**config.mk**
```make
export PLATFORM = sky130hd
export DESIGN_NAME = mem_arbiter
export DESIGN_NICKNAME = d
export VERILOG_FILES = /design/src/rtl/mem_arbiter.sv
export SDC_FILE = /design/constraint.sdc
export NUM_CORES = 1
export LEC_CHECK = 0
export BUFFER_PORTS_ARGS = -buffer_cell sky130_fd_sc_hd__buf_2
export CAP_MARGIN = 5
export CORE_AREA = 2 2 284 286
export DETAILED_ROUTE_END_ITERATION = 6
export DIE_AREA = 0 0 286 288
export GPL_ROUTABILITY_DRIVEN = 0
export SLEW_MARGIN = 20
export SYNTH_ARGS = -nofsm -noshare
export SYNTH_HDL_FRONTEND = slang
export SYNTH_SLANG_ARGS = --single-unit
export TNS_END_PERCENT = 20
```
**constraint.sdc**
```tcl
create_clock -name clk -period 6.6 [get_ports clk]
set_input_delay 0.66 -clock clk [delete_from_list [all_inputs] [get_ports clk]]
set_output_delay 0.66 -clock clk [all_outputs]
set_load 0.005 [all_outputs]
```
**src/rtl/mem_arbiter.sv**
```systemverilog
// ============================================================================
// mem_arbiter : shares one block-memory port between I-cache fills and
//               D-cache refills/write-backs (D priority, bounded I starvation)
// Rev 1.0
// ============================================================================
`default_nettype none

module mem_arbiter #(
    parameter int ADDR_W       = 28,
    parameter int DATA_W       = 128,
    parameter int MAX_D_STREAK = 4
) (
    input  logic              clk,
    input  logic              rst,
    input  logic              i_mem_read,
    input  logic [ADDR_W-1:0] i_mem_addr,
    output logic [DATA_W-1:0] i_mem_rdata,
    output logic              i_mem_ready,
    input  logic              d_mem_read,
    input  logic              d_mem_write,
    input  logic [ADDR_W-1:0] d_mem_addr,
    input  logic [DATA_W-1:0] d_mem_wdata,
    output logic [DATA_W-1:0] d_mem_rdata,
    output logic              d_mem_ready,
    output logic              mem_read,
    output logic              mem_write,
    output logic [ADDR_W-1:0] mem_addr,
    output logic [DATA_W-1:0] mem_wdata,
    input  logic [DATA_W-1:0] mem_rdata,
    input  logic              mem_ready
);

    localparam int STREAK_W = $clog2(MAX_D_STREAK + 1);
    localparam logic [STREAK_W-1:0] c_STREAK_MAX = STREAK_W'(MAX_D_STREAK);

    typedef enum logic [1:0] {
        IDLE   = 2'd0,
        I_BUSY = 2'd1,
        D_RD   = 2'd2,
        D_WR   = 2'd3
    } state_t;

    state_t              r_state;
    state_t              w_next;
    logic [STREAK_W-1:0] r_streak;
    logic                w_grant_i;
    logic                w_grant_dr;
    logic                w_grant_dw;
    logic                w_done;
    logic                w_own_i;
    logic                w_own_dr;
    logic                w_own_d;

    assign w_own_i  = (r_state == I_BUSY);
    assign w_own_dr = (r_state == D_RD);
    assign w_own_d  = (r_state == D_RD) || (r_state == D_WR);
    assign w_done   = mem_ready && (r_state != IDLE);

    always_comb begin
        w_next     = r_state;
        w_grant_i  = 1'b0;
        w_grant_dr = 1'b0;
        w_grant_dw = 1'b0;
        case (r_state)
            IDLE: begin
                if (i_mem_read && (r_streak == c_STREAK_MAX)) begin
                    w_next    = I_BUSY;
                    w_grant_i = 1'b1;
                end else if (d_mem_write) begin
                    w_next     = D_WR;
                    w_grant_dw = 1'b1;
                end else if (d_mem_read) begin
                    w_next     = D_RD;
                    w_grant_dr = 1'b1;
                end else if (i_mem_read) begin
                    w_next    = I_BUSY;
                    w_grant_i = 1'b1;
                end
            end
            default: begin
                if (mem_ready) begin
                    w_next = IDLE;
                end
            end
        endcase
    end

    always_ff @(posedge clk or posedge rst) begin
        if (rst) begin
            r_state   <= IDLE;
            r_streak  <= '0;
            mem_read  <= 1'b0;
            mem_write <= 1'b0;
            mem_addr  <= '0;
            mem_wdata <= '0;
        end else begin
            r_state <= w_next;

            if (w_grant_i) begin
                mem_read  <= 1'b1;
                mem_addr  <= i_mem_addr;
                mem_wdata <= '0;
            end else if (w_grant_dr) begin
                mem_read  <= 1'b1;
                mem_addr  <= d_mem_addr;
                mem_wdata <= '0;
            end else if (w_grant_dw) begin
                mem_write <= 1'b1;
                mem_addr  <= d_mem_addr;
                mem_wdata <= d_mem_wdata;
            end else if (w_done) begin
                mem_read  <= 1'b0;
                mem_write <= 1'b0;
            end

            // Streak only moves in IDLE; it bounds how long a pending I fill waits.
            if (r_state == IDLE) begin
                if (w_grant_i || !i_mem_read) begin
                    r_streak <= '0;
                end else if ((w_grant_dr || w_grant_dw) && (r_streak != c_STREAK_MAX)) begin
                    r_streak <= r_streak + STREAK_W'(1);
                end
            end
        end
    end

    assign i_mem_ready = mem_ready && w_own_i;
    assign d_mem_ready = mem_ready && w_own_d;
    assign i_mem_rdata = mem_rdata & {DATA_W{w_own_i}};
    assign d_mem_rdata = mem_rdata & {DATA_W{w_own_dr}};

endmodule

`default_nettype wire

```
# Yosys cells after proc, flatten, opt, wreduce, memory -nomap -nowiden
# Index checks and enable logic that the tools add are counted.
dict set report word_totals {
  regBits 163
  input_bits 318
  out_inout_bits 416
}
dict set report op_classes {
  n_addsub 1
  n_eq_ne 7
  mux 31
  bitwise 4
  reduce_logical 20
}
# op n
set ops {}
lappend ops {{128-bit 2-to-1 mux} 3}
lappend ops {{128-bit AND} 2}
lappend ops {{28-bit 2-to-1 mux} 3}
lappend ops {{1-bit 2-to-1 mux} 17}
lappend ops {{2-bit 2-to-1 mux} 6}
lappend ops {{2-bit nonzero test} 4}
lappend ops {{3-bit 2-to-1 mux} 2}
lappend ops {{3-bit inequality test (second input constant)} 2}
lappend ops {{2-bit AND reduction} 3}
lappend ops {{3-bit nonzero test} 2}
lappend ops {{1-bit logical AND} 5}
lappend ops {{5-bit inequality test (second input constant)} 1}
lappend ops {{2-bit == test (second input constant)} 2}
lappend ops {{3-bit by 1-bit adder with 3-bit output (second input constant)} 1}
lappend ops {{3-bit == test (second input constant)} 1}
lappend ops {{1-bit logical OR} 3}
lappend ops {{3-bit AND reduction} 1}
lappend ops {{2-bit by 1-bit == test with 1-bit output (second input constant)} 1}
lappend ops {{2-bit logical NOT} 1}
lappend ops {{1-bit inverter} 2}
lappend ops {{1-bit logical NOT} 1}

# Longest topological paths before layout
dict set report depth {
  depth_word 8
  mapped_depth 7
  ltp_nobuf 5
}

# Least setup slack after synthesis
# Ideal clock, no wire load.
dict set report synth_path {
  path_kind {reg-to-output}
  from {register r_state[0]}
  to {output i_mem_rdata[117]}
  arrival_ps 1195
  required_ps 5940
  path_slack_ps 4745
  path_stages_with_launch 6
  n_path_buf 2
  path_cell_list {dfrtp_1 -> inv_1 -> nor2_1 -> clkbuf_1 -> clkbuf_1 -> and2_1}
}
dict set report synth_between {
  elab_chain_cells 2
}
# element line
set synth_lines {}
lappend synth_lines {{start, declared} 43} ;# state_t r_state;
lappend synth_lines {{start signal, assigned} 97} ;# r_state <= w_next;
lappend synth_lines {{2-bit by 1-bit == test with 1-bit output} 54} ;# assign w_own_i = (r_state == I_BUSY);
lappend synth_lines {{128-bit AND} 129} ;# assign i_mem_rdata = mem_rdata & {DATA_W{w_own_i}};
lappend synth_lines {{end, declared} 17} ;# output logic [DATA_W-1:0] i_mem_rdata,
# No other way between the ends.

# Worst setup path in the final report
dict set report layout_path {
  from {register r_state[0]}
  to {output i_mem_rdata[26]}
}
# The elaborated chain is that of the path after synthesis.

==> flow_metrics.tcl <==
set metrics [dict create \
    detail-route-antenna-nets 0 \
    power_density_nw_per_um2 400 \
    wl_mm 51.6 \
    post_dp_cell_area_um2 12800 \
    fin_area_um2 13500 \
    endpoint_kind "primary output" \
    cts_hold_buf 0 \
    vias 9161 \
    start_util_pct 10.2 \
    cts_tree "yes" \
    wl_per_cell_um 20.3 \
    clock-skew-final_ps 14.9 \
    max_freq_ghz 0.281 \
    yosys_warnings 0 \
    p_total_uw 5380 \
    maxSlewHeadroom_pct 37.9 \
    layout.nets 1778 \
    die_h_um 288 \
    yosysUniqueCellTypes 32 \
    overflow 0 \
    cap_violations 0 \
    p_leak_uw 0.00713 \
    synth-seq-cells 163 \
    fin_crit_ps 3560 \
    cts_resized 0 \
    grt_use_total_pct 11.8 \
    final_common_cell "buf_2" \
    drt_iter0_markers 696 \
    period_share_pct 54.0 \
    dieArea_um2 82400 \
    die_x_um 286 \
    hold_ws_ps 402 \
    rows 104 \
    numPortBuffers 733 \
    ios 734 \
    cts.sinks 163 \
    post-route-util_pct 16.9 \
    grt_pass1_wl_mm 67.6 \
    rsz0062_at_grt "no" \
    avgSynthCellArea_um2 10.4 \
    clk-insertion-delay-late_ps 470 \
    numCtsBuffers 17 \
    post-cts-setup-buffers 0 \
    synthesis.area_um2 8130 \
    hold_violations 0 \
    required_ps 5940 \
    cp.arrival_ps 2900 \
    dr.pass1.iters 5 \
    grt_max_degree 99 \
    worstPathMaxFanout 92 \
    path_class "flip-flop to primary output" \
    hold_path.class "primary input to flip-flop" \
    worst_slew_pin_slew_ps 932 \
    antenna_found_initial 54 \
    slew_violations 0 \
    yosysSeqAreaShare_pct 50.2 \
    mostFrequentLayoutCells "buf_2 (733), and2_1 (258), dfrtp_1 (163)" \
    syn_inst 780 \
    outcome "finished clean" \
    grt_pass1_vias 8335 \
    setup_tns_ps 0 \
    drc 0 \
    clkTransAtPathRegs_ps 80 \
    clock-root-buffer "clkbuf_16" \
    htree_levels 4 \
    cts_buffer_depth 2 \
    core_um2 79600 \
    drive_above_1_share_pct 53.2 \
    area_growth_pct 65.6 \
    final-setup-viol-count 0 \
    viasPerCell 3.60 \
    synth_nets 1100 \
    hpwl_mm 42.5 \
    peakVddDrop_v 0.000176 \
    cp-start-kind "flip-flop" \
]
[cells by family (layout without fill, tap and decap cells)]
group                    after synthesis  after routing  synth area share [%]
AO/OA/AOI/OAI                        225            225                  20.5
adder cells (fa/ha/maj)                2              2                 0.308
buffers and inverters                 88            779                  5.78
flip-flops                           163            163                  50.2
other                                  0             17                     0
AND/OR/NAND/NOR                      302            302                  23.3
[sequential cells by signal (all words and copies together) (netlist names)]
register,flops
mem_wdata,128
mem_addr,28
r_streak,3
r_state,2
mem_read,1
mem_write,1
[critical path, cell delays in order, from the launching register on]
cell and delay [ps]:
dfrtp_1 490, inv_1 170, nor2_4 600, buf_4 690
and2_1 230, buf_2 110
[final cells by class]
type	count	area, um^2
Antenna cell	17	42.5
Clock buffer	19	443
Clock inverter	13	190
Fill cell	9047	66200
Inverter	7	31.3
Multi-Input combinational cell	529	3630
Sequential cell	163	4080
Tap cell	1060	1330
Timing Repair Buffer	740	3720
[layer usage]
metal | global-route usage [%] | wire (um) | share of wire (%)
met5 | 1.57 | 424 | 0.82
met3 | 9.90 | 9280 | 18
met1 | 12.1 | 17900 | 35
met2 | 17.8 | 23000 | 45
met4 | 3.69 | 1010 | 2.0
[path summary, 6_finish.rpt]
kind	slack (ps)	cells past startpoint	startpoint	end
max	3040	5	r_state[0]	i_mem_rdata[26]
min	400	2	d_mem_wdata[111]	mem_wdata[111]
min in group asynchronous	410	2	rst	mem_wdata[74]
min reg2reg	500	1	mem_wdata[91]	mem_wdata[91]
max reg2reg	3470	5	r_state[1]	mem_wdata[20]
max in group asynchronous	4760	3	rst	mem_wdata[28]
[synthesized netlist by cell type]
| cell type | instances | share of area (%) |
|---|---|---|
| o211ai_1 | 1 | 0.092 |
| and2_1 | 258 | 20 |
| ha_1 | 2 | 0.31 |
| inv_1 | 7 | 0.32 |
| nor2b_1 | 1 | 0.077 |
| nand3_1 | 2 | 0.12 |
| o21ai_0 | 29 | 1.8 |
| dfrtp_1 | 163 | 50 |
| nand2_1 | 3 | 0.14 |
| a2bb2oi_1 | 1 | 0.11 |
| a32oi_1 | 1 | 0.11 |
| buf_4 | 4 | 0.37 |
| and3_1 | 2 | 0.15 |
| nor2_4 | 1 | 0.14 |
| nand2_2 | 1 | 0.077 |
| clkbuf_2 | 1 | 0.061 |
| o2bb2ai_1 | 2 | 0.22 |
| a31oi_1 | 30 | 2.3 |
| o21ai_1 | 2 | 0.12 |
| buf_6 | 13 | 1.8 |
| or2_2 | 1 | 0.077 |
| a21oi_1 | 28 | 1.7 |
| a21o_1 | 1 | 0.092 |
| or3b_1 | 1 | 0.11 |
| nand4_1 | 29 | 2.2 |
| buf_2 | 21 | 1.3 |
| o22ai_1 | 2 | 0.15 |
| or3_4 | 1 | 0.14 |
| a22o_1 | 128 | 14 |
| and2_4 | 1 | 0.11 |
| nor2_1 | 1 | 0.046 |
| clkbuf_1 | 42 | 1.9 |
[through the flow]
step	worst slack, ps	cells
2_1_floorplan	1540	780
3_3_place_gp	3260	2499
3_5_place_dp	3210	2499
4_1_cts	2960	2531
5_1_grt	2820	2546
6_report	3040	2548
[power by group]
| part | internal (uW) | leakage, uW | switching (uW) |
|---|---|---|---|
| Clock | 620 | 0.000304 | 476 |
| Sequential | 1400 | 0.00206 | 236 |
| Combinational | 1190 | 0.00477 | 1460 |
| Total | 3210 | 0.00713 | 2170 |
No activity file was read; power rests on OpenSTA's default activity.
